**config.mk**
```make
export PLATFORM = sky130hd
export DESIGN_NAME = cmd_sequencer
export DESIGN_NICKNAME = d
export VERILOG_FILES = /design/src/rtl/cmd_seq_pkg.sv /design/src/rtl/hex_to_ascii.sv /design/src/rtl/cmd_sequencer.sv
export SDC_FILE = /design/constraint.sdc
export NUM_CORES = 1
export LEC_CHECK = 0
export BUFFER_PORTS_ARGS = -buffer_cell sky130_fd_sc_hd__clkbuf_2
export CAP_MARGIN = 15
export CORE_UTILIZATION = 45
export CTS_CLUSTER_SIZE = 28
export DETAILED_ROUTE_END_ITERATION = 6
export GPL_ROUTABILITY_DRIVEN = 0
export PLACE_DENSITY = 0.74
export SLEW_MARGIN = 20
export SYNTH_ARGS = -nofsm -noshare
export SYNTH_HDL_FRONTEND = slang
export SYNTH_SLANG_ARGS = --single-unit
```
**constraint.sdc**
```tcl
create_clock -name clk -period 4.1 [get_ports clk]
set_input_delay 0.82 -clock clk [delete_from_list [all_inputs] [get_ports clk]]
set_output_delay 0.82 -clock clk [all_outputs]
set_load 0.01 [all_outputs]
```
**src/rtl/cmd_seq_pkg.sv**
```systemverilog
// Shared types and constants for the command sequencer.
package cmd_seq_pkg;

    typedef enum logic [2:0] {
        COLLECT,
        ISSUE,
        EXEC,
        TX_HEX,
        TX_ERR,
        TX_CR
    } state_t;

    localparam logic [7:0] SPACE = 8'h20;
    localparam logic [7:0] CR    = 8'h0D;
    localparam logic [7:0] BS    = 8'h08;
    localparam logic [7:0] QMARK = 8'h3F;

    localparam int CMD_CHARS = 5;

endpackage

```
**src/rtl/hex_to_ascii.sv**
```systemverilog
// Combinational nibble to uppercase ASCII hex digit.
module hex_to_ascii (
    input  logic [3:0] nibble,
    output logic [7:0] ascii
);

    always_comb begin
        if (nibble < 4'd10) begin
            ascii = 8'h30 + {4'h0, nibble};
        end else begin
            ascii = 8'h37 + {4'h0, nibble};
        end
    end

endmodule

```
**src/rtl/cmd_sequencer.sv**
```systemverilog
// Terminal command sequencer: line assembly, decoder handshake, ALU launch and hex reply.
// Optional keystroke echo is enabled by defining CMD_SEQ_ECHO_EN.
module cmd_sequencer
    import cmd_seq_pkg::*;
#(
    parameter int RESULT_W = 16,
    parameter int DEC_LAT  = 2,
    parameter int TIMEOUT  = 1024
) (
    input  logic                clk,
    input  logic                reset_n,
    input  logic [7:0]          rx_data,
    input  logic                rx_valid,
    output logic                rx_ready,
    output logic [39:0]         command,
    input  logic                dec_go,
    input  logic                dec_reset,
    output logic                alu_start,
    input  logic                alu_done,
    input  logic [RESULT_W-1:0] alu_result,
    output logic [7:0]          tx_data,
    output logic                tx_valid,
    input  logic                tx_ready,
    output logic                busy,
    output logic                err
);

    localparam int DIGITS = RESULT_W / 4;
    localparam int DIG_W  = (DIGITS > 1) ? $clog2(DIGITS) : 1;
    localparam int TMR_W  = $clog2(TIMEOUT + 1);
    localparam int LAT_W  = $clog2(DEC_LAT + 2);

    state_t                state_reg, state_next;
    logic [2:0]            count_reg;
    logic                  ovf_reg;
    logic [7:0]            line_buf [CMD_CHARS];
    logic [LAT_W-1:0]      lat_reg;
    logic [TMR_W-1:0]      tmr_reg;
    logic [RESULT_W-1:0]   result_reg;
    logic [DIG_W-1:0]      digit_reg;
    logic                  tx_valid_reg;
    logic [7:0]            tx_data_reg;
    logic                  tx_own_reg;
    logic                  err_reg;

    logic                  rx_fire, tx_fire, resp_sent, dec_sample, cr_go, ovf_set, err_next;
    logic [3:0]            nibble;
    logic [7:0]            hex_char;
    logic [8*CMD_CHARS-1:0] line_flat;

    for (genvar gi = 0; gi < CMD_CHARS; gi++) begin : g_flat
        assign line_flat[8*(CMD_CHARS-1-gi) +: 8] = line_buf[gi];
    end

`ifdef CMD_SEQ_ECHO_EN
    assign rx_ready = (state_reg == COLLECT) && !tx_valid_reg;
`else
    assign rx_ready = (state_reg == COLLECT);
`endif

    assign rx_fire    = rx_valid && rx_ready;
    assign tx_fire    = tx_valid_reg && tx_ready;
    // Only a byte loaded by a response state advances that state; echoes do not.
    assign resp_sent  = tx_fire && tx_own_reg;
    assign dec_sample = (state_reg == ISSUE) && (lat_reg == LAT_W'(DEC_LAT));
    assign cr_go      = (state_reg == COLLECT) && rx_fire && (rx_data == CR) &&
                        ((count_reg != 3'd0) || ovf_reg);
    assign ovf_set    = (state_reg == COLLECT) && rx_fire && (rx_data != BS) &&
                        (rx_data != CR) && (count_reg == 3'(CMD_CHARS)) && !ovf_reg;

    assign alu_start = reset_n && dec_sample && dec_go && !dec_reset;
    assign command   = ((state_reg == ISSUE) || (state_reg == EXEC)) ? line_flat : '0;
    assign busy      = (state_reg != COLLECT);
    assign err       = err_reg;
    assign tx_valid  = tx_valid_reg;
    assign tx_data   = tx_data_reg;

    assign nibble = 4'(result_reg >> {digit_reg, 2'b00});

    hex_to_ascii u_hex (
        .nibble (nibble),
        .ascii  (hex_char)
    );

    always_comb begin
        state_next = state_reg;
        case (state_reg)
            COLLECT: if (cr_go) state_next = ovf_reg ? TX_ERR : ISSUE;
            ISSUE: begin
                if (dec_sample) begin
                    if (dec_reset)   state_next = TX_CR;
                    else if (dec_go) state_next = EXEC;
                    else             state_next = TX_ERR;
                end
            end
            EXEC: begin
                if (alu_done)                               state_next = TX_HEX;
                else if (tmr_reg == TMR_W'(TIMEOUT - 1))    state_next = TX_ERR;
            end
            TX_HEX:  if (resp_sent && (digit_reg == '0)) state_next = TX_CR;
            TX_ERR:  if (resp_sent) state_next = TX_CR;
            TX_CR:   if (resp_sent) state_next = COLLECT;
            default: state_next = COLLECT;
        endcase
        err_next = ((state_next == TX_ERR) && (state_reg != TX_ERR)) || ovf_set;
    end

    always_ff @(posedge clk) begin
        if (!reset_n) begin
            state_reg    <= COLLECT;
            count_reg    <= 3'd0;
            ovf_reg      <= 1'b0;
            lat_reg      <= '0;
            tmr_reg      <= '0;
            result_reg   <= '0;
            digit_reg    <= DIG_W'(DIGITS - 1);
            tx_valid_reg <= 1'b0;
            tx_data_reg  <= 8'h00;
            tx_own_reg   <= 1'b0;
            err_reg      <= 1'b0;
            for (int i = 0; i < CMD_CHARS; i++) line_buf[i] <= SPACE;
        end else begin
            state_reg <= state_next;
            err_reg   <= err_next;
            if (tx_fire) begin
                tx_valid_reg <= 1'b0;
                tx_own_reg   <= 1'b0;
            end
            case (state_reg)
                COLLECT: begin
                    lat_reg <= '0;
                    if (rx_fire) begin
`ifdef CMD_SEQ_ECHO_EN
                        tx_data_reg  <= rx_data;
                        tx_valid_reg <= 1'b1;
                        tx_own_reg   <= 1'b0;
`endif
                        if (rx_data == BS) begin
                            if (count_reg != 3'd0) begin
                                count_reg                  <= count_reg - 3'd1;
                                line_buf[count_reg - 3'd1] <= SPACE;
                            end
                        end else if (rx_data != CR) begin
                            if (count_reg < 3'(CMD_CHARS)) begin
                                line_buf[count_reg] <= rx_data;
                                count_reg           <= count_reg + 3'd1;
                            end else begin
                                ovf_reg <= 1'b1;
                            end
                        end
                    end
                end
                ISSUE: begin
                    lat_reg <= lat_reg + 1'b1;
                    tmr_reg <= '0;
                end
                EXEC: begin
                    tmr_reg <= tmr_reg + 1'b1;
                    if (alu_done) begin
                        result_reg <= alu_result;
                        digit_reg  <= DIG_W'(DIGITS - 1);
                    end
                end
                TX_HEX: begin
                    if (!tx_valid_reg) begin
                        tx_data_reg  <= hex_char;
                        tx_valid_reg <= 1'b1;
                        tx_own_reg   <= 1'b1;
                    end else if (resp_sent) begin
                        digit_reg <= digit_reg - 1'b1;
                    end
                end
                TX_ERR: begin
                    if (!tx_valid_reg) begin
                        tx_data_reg  <= QMARK;
                        tx_valid_reg <= 1'b1;
                        tx_own_reg   <= 1'b1;
                    end
                end
                TX_CR: begin
                    if (!tx_valid_reg) begin
                        tx_data_reg  <= CR;
                        tx_valid_reg <= 1'b1;
                        tx_own_reg   <= 1'b1;
                    end else if (resp_sent) begin
                        count_reg <= 3'd0;
                        ovf_reg   <= 1'b0;
                        for (int i = 0; i < CMD_CHARS; i++) line_buf[i] <= SPACE;
                    end
                end
                default: ;
            endcase
        end
    end

endmodule

```
Yosys cells after proc, flatten, opt, wreduce, memory -nomap -nowiden:

Memory sizes are Yosys's and may differ from the RTL's.
Index checks and enable logic that the tools add are counted.

* add/subtract/negate cells: 7
* multipliers: 0
* div/mod/pow operators: 0
* $lt $le $gt $ge: 2
* equal/unequal tests: 29
* shift-type cells: 1
* muxes and demuxes: 74
* bitwise gates (word level): 5
* reductions and logical operators: 38

Operator list (count)
* 8-bit two-way mux: 11
* 3-bit two-way mux: 19
* 40-bit two-way mux: 1
* 1-bit two-way mux: 33
* 8-bit case mux with 3 select lines: 1
* 11-bit case mux with 2 select lines: 1
* 2-bit != test (second input constant): 10
* 3-bit case mux with 6 select lines: 1
* 8-bit by 4-bit equality test with 1-bit output (second input constant): 2
* 1-bit logical AND: 16
* 8-bit by 4-bit != test with 1-bit output (second input constant): 2
* 8-bit OR reduction: 2
* 16-bit by 4-bit >> shifter with 4-bit output: 1
* 6-bit by 4-bit adder with 7-bit output (first input constant): 2
* 7-bit AND reduction: 2
* 3-bit equality test (second input constant): 4
* 11-bit by 1-bit adder with 11-bit output (second input constant): 1
* 11-bit by 10-bit equality test with 1-bit output (second input constant): 1
* 3-bit nonzero test: 3
* 2-bit case mux with 2 select lines: 2
* 4-bit AND reduction: 2
* 2-bit nonzero test: 4
* 3-bit by 2-bit equality test with 1-bit output (second input constant): 2
* 2-bit two-way mux: 3
* 20 further kinds: 30

* register bits: 49
* latch bits: 0
* RAM bits: 40
* memory bits (read-only): 0
* bits of input ports: 31
* word-level logic and storage cells: 168
* memories: 1

Memory list
* line_buf: depth 5, width 8, rd ports 5, clocked after Yosys merged registers in 0, write ports 5, RTL line cmd_sequencer.sv:36 `logic [7:0] line_buf [CMD_CHARS];`

Logic depth before layout (Yosys ltp):

Gate-level depths: netlist (run 1).

* word-level depth: 10
* depth in mapped cells: 8
* gate-level depth less buffers: 7

Hierarchy:

A second synthesis (run 1) with hierarchy kept.

* cells, all modules: 479
* area total of the unflattened synthesis: 4554.4 um^2

Modules (own cells, without submodules)
* cmd_sequencer: times used 1, cells an instance 463, area each 4448.0 um^2
* hex_to_ascii: times used 1, cells an instance 16, area each 106.4 um^2

Worst setup path after synthesis (run 1):

Ideal clock, no wire load.

* path type: input to register
* from: in rx_data[1]
* to: mem line_buf[0][0], enable pin
* setup time: 0.378 ns
* arrival time: 2.878 ns
* required time: 3.722 ns
* setup slack: 0.844 ns
* cell stages on the path: 6
* path buffers: 1
* path through: or4b_1 > buf_2 > o311ai_2 > nand2b_1 > a41oi_1 > a31oi_1

RTL lines
* from (decl): RTL line cmd_sequencer.sv:12 `input logic [7:0] rx_data,`
* to (decl): RTL line cmd_sequencer.sv:36

Final worst setup path (run 1):

* from: reg state_reg[1]
* to: out command[26]

* cells in the longest elaborated chain, start to end: 3
* elaborated cells between the ends (all ways): 4
* those cells by class: eq/ne: 2; mux: 1; reduce/logical: 1

RTL lines
* from (decl): RTL line cmd_sequencer.sv:33 `state_t state_reg, state_next;`
* from (signal assigned): RTL line cmd_sequencer.sv:123 `state_reg <= state_next;`
* 3-bit by 1-bit equality test with 1-bit output / 3-bit by 2-bit equality test with 1-bit output (equally long branches): RTL line cmd_sequencer.sv:72 `assign command = ((state_reg == ISSUE) || (state_reg == EXEC)) ? line_flat : '0;`
* 1-bit logical OR *: RTL line cmd_sequencer.sv:72
* 40-bit two-way mux *: RTL line cmd_sequencer.sv:72
* to (decl): RTL line cmd_sequencer.sv:15 `output logic [39:0] command,`

Mark *: on every way between the ends. The rest lies on a longest branch, timed or not.

==> run metrics, run 1 <==
largest net degree at the start of global routing=52; final setup fails=0; RSZ-0062 raised after global routing=no; All-Layer GR Usage=0.193; CP arrival=2.64 ns; 1st-pass router iterations=4; period utilisation layout=0.844; Post-synth EDFFs=40; Crit Path Class=flip-flop to output port; fill cell count=935; Num CTS Buffers=9; CTS Hold Buffers Added=0; antenna violations before repair=0; CTS Sinks=88; Die X=104 um; drt total wl=10.2 mm; PwrDens=about 310 nW/um^2; most frequent cells in the layout=clkbuf_2, nand2_1, and2_1; share of cells above drive strength 1=0.232; post-route antenna net violation count=0; setup bufs post-CTS=0; vias per inst=5.41; worst hold-check path type=flip-flop to flip-flop; Slew Limit Fails=0; initial core utilization=0.472; metal2 WL=roughly 4.8 mm; min cycle time layout=3.46 ns; Avg WL per Cell=about 15 um; max reg flops=40; achievable clock frequency=289 MHz; Port Buffers=82; Ys Warns=0; register area=2160 sq um; Multi-input gate area=~2300 sq um; crit-path max FO=42; gate count of the mapped netlist=slightly below 500; DRC viols=0; vias in the first global route=3576; Total Neg Setup Slack=0 ns; Core ar.=9910 sq um; flop and latch count out of synthesis=88; clk root buf=clkbuf_8; vias=~3800; Gates resized, CTS repair=0; pre-CTS WS=0.491 ns; site row count=36; Post-Route Skew=0.00882 ns; # nets final=595; final worst slack=0.641 ns; Peak VDD IR=0.168 mV; post-synthesis sequential area ratio=0.462; Crit. End Element=output port; Max-slew headroom=0.260; maximum buffer depth of the clock tree=2; clk_lat worst skew=0.37 ns; initial DRC count=245; clock-pin slew on the worst setup and hold paths=about 0.090 ns; Primary FF master, synth=dfxtp_1; Area Overhead vs Synth=12.8%; CTS tree=built; # diodes=0; gr ovfl total=0; # IOs=84; met3 routed wirelength=639 um; cell area after synthesis=approximately 4700 sq um; Distinct cells, synth=64; Die Span Y=between 100 and 150 um; Max-Cap Viols=0; first-pass GRT wire length=16.8 mm; htree depth=3; Worst EP required=3.28 ns; startpoint types=flip-flop; Async S/R FF share, synth=0; Hold Vio Cnt, Final=0; synthesized area per cell=9.51 sq um; Slew @ Worst Pin=around 1.1 ns; status=finished clean; syn nets=531; Top Metal Used=met4; Die Footprint=roughly 11000 sq um; most common cell after layout, fill and taps aside=clkbuf_2; dpl hpwl=7.33 mm; M1 WL=4.61 mm; Leakage=between 2 and 2.5 nW
cell usage after synthesis, drive strengths merged (8+ instances only):
cell / number / area [sq um]
nand3: 9 / 45.0
o21ai: 28 / 140
a21boi: 21 / 158
edfxtp: 40 / 1200
and3: 26 / 171
clkbuf: 30 / 163
a21oi: 14 / 73.8
ha: 8 / 100
nand2: 68 / 255
nor2: 19 / 78.8
dfxtp: 48 / 961
inv: 17 / 63.8
and2: 65 / 409
kinds of logic (layout without fill, tap and decap cells):
logic type,Yosys count,after routing,share of synthesized area
multiplexers,11,11,0.0353
AO/OA/AOI/OAI,98,98,0.143
AND/OR/NAND/NOR,230,230,0.273
adder cells (fa/ha/maj),8,8,0.0214
flip-flops,88,88,0.462
XOR/XNOR,5,5,0.00936
buffers and inverters,51,120,0.0551
other,1,1,0.000801
power breakdown:
group	switching (mW)	leakage, nW	internal [mW]	total [mW]
sequential	0.0142	0.768	0.945	0.960
combinational	0.0842	1.36	0.0466	0.131
clock	0.320	0.0753	0.219	0.539
layout make-up:
cell class,count,share of cell area
multi-input cells,353,0.430
clock buffers,9,0.0235
inverters,17,0.0121
well taps,133,0.0315
clock inverters,7,0.00900
flip-flops and latches,88,0.409
repair buffers,87,0.0848
final timing paths:
check / end / start / slack [ns] / cells after the start
min reg2reg: result_reg[7] / result_reg[7] / 0.46 / 2
max reg2reg: line_buf[0][4] / state_reg[1] / 1.16 / 6
max: command[26] / state_reg[1] / 0.64 / 4
min: result_reg[7] / result_reg[7] / 0.46 / 2
worst max-delay path, stage by stage, from the launching register on:
cell,delay (ns)
dfxtp_1,0.58
or3b_2,0.60
nand2_1,0.71
and2_1,0.25
clkbuf_2,0.13
through the flow:
step                      instances  total power [mW]  hold slack (ns)  instance area [sq um]   util
after detailed placement        678              1.11            0.454                   5100  0.515
final                           694              1.63            0.463                   5280  0.533
after CTS                       694              1.63            0.467                   5270  0.532
after global routing            694              1.69            0.482                   5280  0.533
after global placement          678              1.10            0.448                   5100  0.515
after floorplan                 492              1.07            0.429                   4680      -
layer usage:
metal  vias up  GRT usage
met1      1751      0.246
met3        20     0.0414
met4         0     0.0765
met5         -          0
li1       1855          -
met2       127      0.320
Power figures use the tool's default switching activity.
==> run 2, diff against run 1 <==
==> constraint.sdc (replaced) <==
create_clock -name clk -period 3.25 [get_ports clk]
set_input_delay 0.65 -clock clk [delete_from_list [all_inputs] [get_ports clk]]
set_output_delay 0.65 -clock clk [all_outputs]
set_load 0.01 [all_outputs]
==> run 2 against run 1 <==
  * Global-route usage shrank 0.75 points
  * Power grew 35%
  * Count of clock-buffer cells in the layout grew 2
  * Combinational power grew 28%
  * Clock skew grew 0.0055 ns
  * Via count fell by 1.1%
  * Utilization up 0.93 points
  * Clock power grew 53%
  * Sequential share of layout area fell by 0.71 points
  * Flip-flop and latch count did not move
==> run metrics, run 2 (synthesis results as in run 1) <==
clk root buf=clkbuf_8; Crit-path slowest cell=or3b_2; max incr delay on CP=0.60 ns (-0.11 ns); hold_sp=result_reg[6]; initial core utilization=0.472 (unchanged); Hold Vio Cnt, Final=0 (unchanged); register area=2160 sq um (unchanged); Placed Area=5140 sq um (+0.88%); final instance area=5370 sq um (+1.8%); achievable clock frequency=343 MHz; clock-pin slew on the worst setup and hold paths=0.08 ns (about the same); drt total wl=9.78 mm (-4.4%); reg2reg end=line_buf[2][5]; Slew @ Worst Pin=0.981 ns (-0.119 ns); worst hold stages=2 (unchanged); setup bufs post-CTS=0 (unchanged); dpl hpwl=7.20 mm (-1.7%); most common cell after layout, fill and taps aside=clkbuf_2; Max-Cap Viols=0 (unchanged); Die Span Y=104 um (unchanged); Num CTS Buffers=9 (unchanged); met2 usage=0.317 (-0.00333); period utilisation layout=0.897; Total Neg Setup Slack=0 ns (unchanged); Leakage=2.27 nW (+3.1%); Multi-input gate area=2270 sq um (-0.11%); first-pass GRT wire length=16.3 mm (-3.1%); 1st-pass router iterations=6 (+2); Worst Setup SP=state_reg[1]; PwrDens=410 nW/um^2 (+33%); CTS Hold Buffers Added=0 (unchanged); Die Footprint=10800 sq um (unchanged); All-Layer GR Usage=0.186 (-0.00750); Gates resized, CTS repair=0 (unchanged); Max-slew headroom=0.340 (+0.0801); post-route antenna net violation count=0 (unchanged); maximum buffer depth of the clock tree=2 (unchanged); Peak VDD IR=0.229 mV (+36%); RSZ-0062 raised after global routing=no; initial DRC count=181 (-26%); min cycle time layout=2.91 ns; r2r setup slk=0.46 ns (-0.70 ns); Avg WL per Cell=14.0 um (-5.2%); status=finished clean; R2R cell count=7 (+1); most frequent cells in the layout=clkbuf_2, nand2_1, and2_1; Crit. End Element=output port; Area Overhead vs Synth=14.8%; Slew Limit Fails=0 (unchanged); Crit Path Class=flip-flop to output port; max reg flops=40 (unchanged); fill cell count=889 (-4.9%); layer with the highest usage=met2; vias per inst=5.30 (-1.9%); vias in the first global route=3439 (-3.8%); Post-Route Skew=0.0143 ns (+0.00545 ns); Reg2Reg Launch Point=state_reg[0]; # IOs=84 (unchanged); final setup fails=0 (unchanged); worst hold endpoint=result_reg[6]; share of cells above drive strength 1=0.238 (+0.00637); worst hold-check path type=flip-flop to flip-flop; crit path cell chain=or3b_2 -> nand2_1 -> buf_4 -> and2_1 -> clkbuf_2; vias=3712 (-1.1%); # nets final=601 (+1.0%); met3 Resource Use GR=0.0388 (-0.00251); Port Buffers=82 (unchanged); largest net degree at the start of global routing=52 (unchanged); htree depth=3 (unchanged); clk_lat worst skew=0.35 ns (-0.02 ns); Worst EP required=2.60 ns (-0.68 ns); CTS tree=built; DRC viols=0 (unchanged); crit-path max FO=41 (-2.4%); site row count=36 (unchanged); Die X=104 um (unchanged); M1 GR Usage=0.237 (-0.00831); CP arrival=2.26 ns (-0.38 ns); Core ar.=9910 sq um (unchanged); antenna violations before repair=0 (unchanged); startpoint types=flip-flop; # diodes=0 (unchanged); gr ovfl total=0 (unchanged); CTS Sinks=88 (unchanged)
[run 2: power by group]
| part | total (mW) | switching (mW) | leakage (nW) | internal, mW |
|---|---|---|---|---|
| registers | 1.21 | 0.0171 | 0.768 | 1.19 |
| logic | 0.168 | 0.104 | 1.39 | 0.0637 |
| clock network | 0.827 | 0.372 | 0.114 | 0.455 |
[run 2: critical path: cells and delay by family, from the launching register on]
family        cells  cell delay, ns
buf+inv           2            0.42
flops             1            0.58
simple gates      3            0.92
[run 2: layout make-up]
cell class | count | share of cell area
Inverter | 17 | 0.0119
Multi-Input combinational cell | 353 | 0.422
Clock inverter | 5 | 0.0149
Clock buffer | 11 | 0.0263
Timing Repair Buffer | 93 | 0.0918
Tap cell | 133 | 0.0310
Sequential cell | 88 | 0.402
[run 2: worst max-delay path by stage]
| stage | endpoint | cells past startpoint |
|---|---|---|
| final | command[8] | 5 |
| after global routing | line_buf[2][6] | 7 |
| after CTS | command[8] | 5 |
| after detailed placement | line_buf[3][4] | 6 |
| after global placement | line_buf[0][3] | 7 |
| after floorplan | line_buf[0][0] | 6 |
[run 2: stage by stage]
step                hold WS (ns)  instances  utilization  total power, mW  setup slack [ns]
floorplan                  0.429        492            -             1.35             0.164
global placement           0.446        684        0.519             1.39             0.191
detailed placement         0.458        684        0.519             1.40             0.101
CTS                        0.471        700        0.542             2.22             0.319
global route               0.493        700        0.542             2.29             0.109
finish                     0.466        700        0.542             2.21             0.336
[run 2: per-layer routing]
metal,routed length (um),vias up
li1,-,1868
met1,4470,1718
met2,4680,116
met3,515,10
met4,116,0
met5,0,-
